==> src/rtl/keypad_emulator.sv <==
// keypad_emulator: responder model of a 4x4 active-low matrix keypad.
// A command presses one key for a given number of cycles, then releases it
// for a fixed gap. While pressed, the key's row is pulled low (registered,
// one cycle after col) whenever the scanner drives that key's column low.
module keypad_emulator #(
   parameter int unsigned HOLD_W     = 24,
   parameter int unsigned GAP_CYCLES = 16
) (
   input  logic              clk,
   input  logic              rst_n,
   input  logic              key_valid,
   output logic              key_ready,
   input  logic [3:0]        key_code,
   input  logic [HOLD_W-1:0] hold_cycles,
   input  logic              abort,
   input  logic [3:0]        col,
   output logic [3:0]        row,
   output logic              pressed,
   output logic              done,
   output logic [7:0]        hits
);

   localparam int unsigned GAP_W = $clog2(GAP_CYCLES + 1);

   typedef enum logic [1:0] {IDLE, PRESS, GAP} state_t;

   state_t            state;
   logic [3:0]        code_q;
   logic [HOLD_W-1:0] hold_cnt;
   logic [GAP_W-1:0]  gap_cnt;
   logic              col_prev;
   logic [1:0]        col_idx;
   logic [1:0]        row_idx;
   logic              col_bit;
   logic              press_stay;

   // Key map: latched code -> column bit and row bit positions (C1/R1 = bit 3)
   always_comb begin
      col_idx = 2'd3;
      row_idx = 2'd3;
      case (code_q)
         4'h1: begin col_idx = 2'd3; row_idx = 2'd3; end
         4'h4: begin col_idx = 2'd3; row_idx = 2'd2; end
         4'h7: begin col_idx = 2'd3; row_idx = 2'd1; end
         4'h0: begin col_idx = 2'd3; row_idx = 2'd0; end
         4'h2: begin col_idx = 2'd2; row_idx = 2'd3; end
         4'h5: begin col_idx = 2'd2; row_idx = 2'd2; end
         4'h8: begin col_idx = 2'd2; row_idx = 2'd1; end
         4'hF: begin col_idx = 2'd2; row_idx = 2'd0; end
         4'h3: begin col_idx = 2'd1; row_idx = 2'd3; end
         4'h6: begin col_idx = 2'd1; row_idx = 2'd2; end
         4'h9: begin col_idx = 2'd1; row_idx = 2'd1; end
         4'hE: begin col_idx = 2'd1; row_idx = 2'd0; end
         4'hA: begin col_idx = 2'd0; row_idx = 2'd3; end
         4'hB: begin col_idx = 2'd0; row_idx = 2'd2; end
         4'hC: begin col_idx = 2'd0; row_idx = 2'd1; end
         default: begin col_idx = 2'd0; row_idx = 2'd0; end
      endcase
   end

   // Held key's column level, and whether this PRESS cycle is not the last one
   always_comb begin
      col_bit    = col[col_idx];
      press_stay = (state == PRESS) && !abort && (hold_cnt != HOLD_W'(1));
   end

   // Command FSM: accept, hold countdown, release gap, done pulse, hit count
   always_ff @(posedge clk or negedge rst_n) begin
      if (!rst_n) begin
         state     <= IDLE;
         code_q    <= '0;
         hold_cnt  <= '0;
         gap_cnt   <= '0;
         key_ready <= 1'b1;
         pressed   <= 1'b0;
         done      <= 1'b0;
         hits      <= '0;
      end else begin
         done <= 1'b0;
         case (state)
            IDLE: begin
               if (key_valid) begin
                  code_q    <= key_code;
                  hold_cnt  <= (hold_cycles == '0) ? HOLD_W'(1) : hold_cycles;
                  hits      <= '0;
                  key_ready <= 1'b0;
                  pressed   <= 1'b1;
                  state     <= PRESS;
               end
            end
            PRESS: begin
               if (col_prev && !col_bit && (hits != '1))
                  hits <= hits + 8'd1;
               hold_cnt <= hold_cnt - HOLD_W'(1);
               if (!press_stay) begin
                  pressed <= 1'b0;
                  gap_cnt <= GAP_W'(GAP_CYCLES);
                  state   <= GAP;
               end
            end
            GAP: begin
               if (gap_cnt == GAP_W'(1)) begin
                  key_ready <= 1'b1;
                  done      <= 1'b1;
                  state     <= IDLE;
               end else begin
                  gap_cnt <= gap_cnt - GAP_W'(1);
               end
            end
            default: state <= IDLE;
         endcase
      end
   end

   // Row return and column edge history; the final PRESS cycle already
   // releases the row so nothing is driven once GAP begins
   always_ff @(posedge clk or negedge rst_n) begin
      if (!rst_n) begin
         row      <= 4'b1111;
         col_prev <= 1'b1;
      end else begin
         row      <= (press_stay && !col_bit) ? ~(4'b0001 << row_idx) : 4'b1111;
         col_prev <= (state == PRESS) ? col_bit : 1'b1;
      end
   end

endmodule

==> config.mk <==
export PLATFORM = sky130hd
export DESIGN_NAME = keypad_emulator
export DESIGN_NICKNAME = d
export VERILOG_FILES = /design/src/rtl/keypad_emulator.sv
export SDC_FILE = /design/constraint.sdc
export NUM_CORES = 1
export LEC_CHECK = 0
export CORE_ASPECT_RATIO = 1.5
export CORE_MARGIN = 10
export CORE_UTILIZATION = 57
export CTS_CLUSTER_SIZE = 14
export DETAILED_ROUTE_END_ITERATION = 6
export PLACE_DENSITY = 0.86
export SLEW_MARGIN = 40
export SYNTH_ARGS = -nofsm -noshare
export SYNTH_HDL_FRONTEND = slang
export SYNTH_SLANG_ARGS = --single-unit
==> constraint.sdc <==
create_clock -name clk -period 5.8 [get_ports clk]
set_input_delay 0.87 -clock clk [delete_from_list [all_inputs] [get_ports clk]]
set_output_delay 0.87 -clock clk [all_outputs]
set_load 0.02 [all_outputs]
==> summary.md <==
| Metric | Value |
|---|---|
| Status | `finished, final reports clean` |
| Crit Reg-Reg Endpoint | `hold_cnt[22]$_DFFE_PN0P_` |
| Routability cong. | `roughly 0.83` |
| R2R setup slack | `3460 ps` |
| Final net count | `389` |
| CP max stage delay | `480 ps` |
| Power density over cell area | `around 430 nW/um^2` |
| Startpoint Class | `input port` |
| Critical Path Start | `col[1]` |
| HP Start | `pressed$_DFFE_PN0P_` |
| I/O Pins | `51` |
| Worst Hold Path EP | `pressed$_DFFE_PN0P_` |
| Post-synth ARST share | `100%` |
| Worst-case reg-to-reg path depth | `5` |
| Dpl ws | `2830 ps` |
| Antenna viol nets, final | `0` |
| Buffer depth of the longest clock path | `2` |
| Slew at the pin with the worst max-slew slack | `857 ps` |
| Area share of the largest cell type after synthesis | `roughly two fifths` |
| Layout Utilization | `~72%` |
| DRT Pass-1 Iters | `4` |
| Pin count of the biggest net entering global routing | `52` |
| Syn_area_per_cell | `9.43 sq um` |
| Drt wl/cell | `about 17 um` |
| Leading area contributor after synthesis | `dfrtp_1` |
| Fin crit share | `about 46%` |
| Total global routing track utilization | `between 15 and 20%` |
| Final Power | `1.50 mW` |
| N_diodes | `0` |
| Syn Inst Count | `roughly 300` |
| Routed WL | `about 7.2 mm` |
| Resize count post-CTS | `0` |
| Gr ovfl total | `0` |
| Max-cap violations | `0` |
| Share of cells above drive strength 1 | `8.88%` |
| Layout overhead on the synthesized area | `22.5%` |
| Critical Setup Path Class | `input port to register` |
| DRC | `0` |
| Count of different cell masters after synthesis | `between 50 and 60` |
| Max FO, Critical Path | `12` |
| Die Footprint | `8300 sq um` |
| Clock transition at path regs | `100 ps` |
| Cell Area, Synth | `2860 sq um` |
| Crit-path leading delay family | `simple AND/OR/NAND/NOR gates` |
| Leak pwr | `1.40 nW` |
| Post-CTS Hold Buffers | `0` |
| CP Capture Type | `register` |
| Maximum level of the CTS H-tree | `2` |
| Slowest cell on crit path | `nor4_1` |
| Critical Path AT | `2900 ps` |
| YS warnings | `0` |
| Setup Buffers After CTS | `0` |
| PortBufs | `50` |
| Starting Density | `approximately 60%` |
| Hold WC Path Type | `register to register` |
| First-pass GRT wire length | `12.5 mm` |
| DRT iter0 DRCs | `about 180` |
| Register bit count reported by yosys | `51` |
| Die X | `approximately 78 um` |
| Fmax | `374 MHz` |
| Worst VDD drop | `0.230 mV` |
| RR Startpoint | `state[0]$_DFFE_PN0P_` |
| Req. time, crit path | `slightly above 6000 ps` |
| WHS Path Cells | `1` |
| Post-synth EDFFs | `0` |
| Dpl cells | `407` |
| Most common flop cell mapped by yosys | `dfrtp_1` |
| Share of the yosys chip area belonging to registers | `44.9%` |
| Row count | `31` |
| Vias in the first global route | `2,721` |
| Avg Vias per Cell | `around 6.2` |
| Setup violators final | `0` |
| Top cells by area, synth | `dfrtp_1, nand2_1, dfstp_2` |
| Critical path, cell by cell | `clkdlybuf4s50_1, and4b_1, a211oi_1, nand4_1, nor4_1, mux2i_1` |
| Non-Filler Instances | `415` |
| Die height | `approximately 110 um` |
| RSZ-0062 raised after global routing | `false` |
| Via count | `2,586` |
| Num CTS Buffers | `5` |
| Mapped Nets | `~340` |
| Core area | `between 4000 and 5000 sq um` |
| CTS root buffer | `clkbuf_8` |
| Setup TNS | `0 ps` |
| Setup ws final | `3130 ps` |
| Period minus WS final | `2670 ps` |
| Clock sinks | `slightly above 50` |
| Worst clock skew | `10.2 ps` |
| Final HPWL DP | `5.32 mm` |
| Max Slew Vio Count | `0` |
| WP buf/inv | `1` |
| Final Hold Fails | `0` |
| CTS tree | `yes` |
| Initial antenna violation count | `0` |
| Slew margin rel. | `42.0%` |
| Clk Latency, worst-skew pair | `310 ps` |
==> area by class of cell <==
type                            instances  area (sq um)
Clock buffer                            5          68.8
Clock inverter                          3          46.3
Fill cell                             347          1350
Inverter                                8          30.0
Multi-Input combinational cell        230          1480
Sequential cell                        51          1280
Tap cell                               66          82.6
Timing Repair Buffer                   52           510
==> synth_stat cells (5+ instances only) <==
cell type	count
a211oi_1	7
dfstp_2	6
o211ai_1	11
inv_1	8
o311ai_0	5
mux2i_1	8
nor4_1	12
nor2_1	22
a311oi_1	5
clkbuf_1	8
nor3_1	6
or3_1	6
nand3_1	14
a21oi_1	7
ha_1	5
dfrtp_1	45
nand4_1	6
o21ai_0	7
nand2_1	50
==> worst max path at each step <==
stage          slack [ps]  cells after the start             endpoint
2_1_floorplan        3690                      6  hits[6]$_DFFE_PN0P_
3_3_place_gp         2910                      6  hits[7]$_DFFE_PN0P_
3_5_place_dp         2830                      6  hits[5]$_DFFE_PN0P_
4_1_cts              3120                      6  hits[5]$_DFFE_PN0P_
5_1_grt              2950                      6  hits[5]$_DFFE_PN0P_
6_report             3130                      6  hits[5]$_DFFE_PN0P_
==> where the power goes <==
part           total (mW)  internal [mW]  switching (mW)
clock network       0.259          0.130           0.129
logic               0.591          0.243           0.348
registers           0.654          0.493           0.161
total                1.50          0.866           0.638
==> logic make-up (layout without fill, tap and decap cells) <==
family / after synthesis / after routing / synth area share [%]
muxes: 8 / 8 / 2.80
DFF: 51 / 51 / 44.9
buffers and inverters: 22 / 68 / 3.33
AOI/OAI and AO/OA: 63 / 63 / 16.6
xor gates and xnor gates: 4 / 4 / 1.23
and+or+nand+nor: 150 / 150 / 28.9
adders and majority gates: 5 / 5 / 2.19
==> per-stage QoR <==
stage               hold slack [ps]  cell area [sq um]
global route                    533               3500
floorplan                       460               2860
finish                          496               3500
detailed placement              474               3390
global placement                472               3390
CTS                             497               3500
==> registers in the layout, summed over array words and instances, names as in the netlist <==
signal,cells
hold_cnt,24
hits,8
gap_cnt,5
code_q,4
row,4
state,2
col_prev,1
done,1
key_ready,1
pressed,1
==> layout by cell type (no fill, tap or decap), drive strengths merged, types with 7 or more instances in the layout <==
cell type	netlist	routed
nand2	50	50
a21oi	7	7
o21ai	9	9
dfrtp	45	45
nor4	14	14
nand4	7	7
nand3	14	14
clkdlybuf4s50	0	49
a211oi	7	7
o211ai	11	11
inv	8	9
nor2	22	22
nor3	10	10
mux2i	8	8
==> routing by layer <==
| layer | up-vias | part of all wire [%] | global-route usage [%] |
|---|---|---|---|
| met5 | - | 0 | 0 |
| met4 | 0 | 2.7 | 6.94 |
| met3 | 17 | 5.6 | 3.26 |
| met2 | 91 | 52 | 32.7 |
| met1 | 1265 | 40 | 19.8 |
| li1 | 1213 | - | - |
Power figures use the tool's default switching activity.
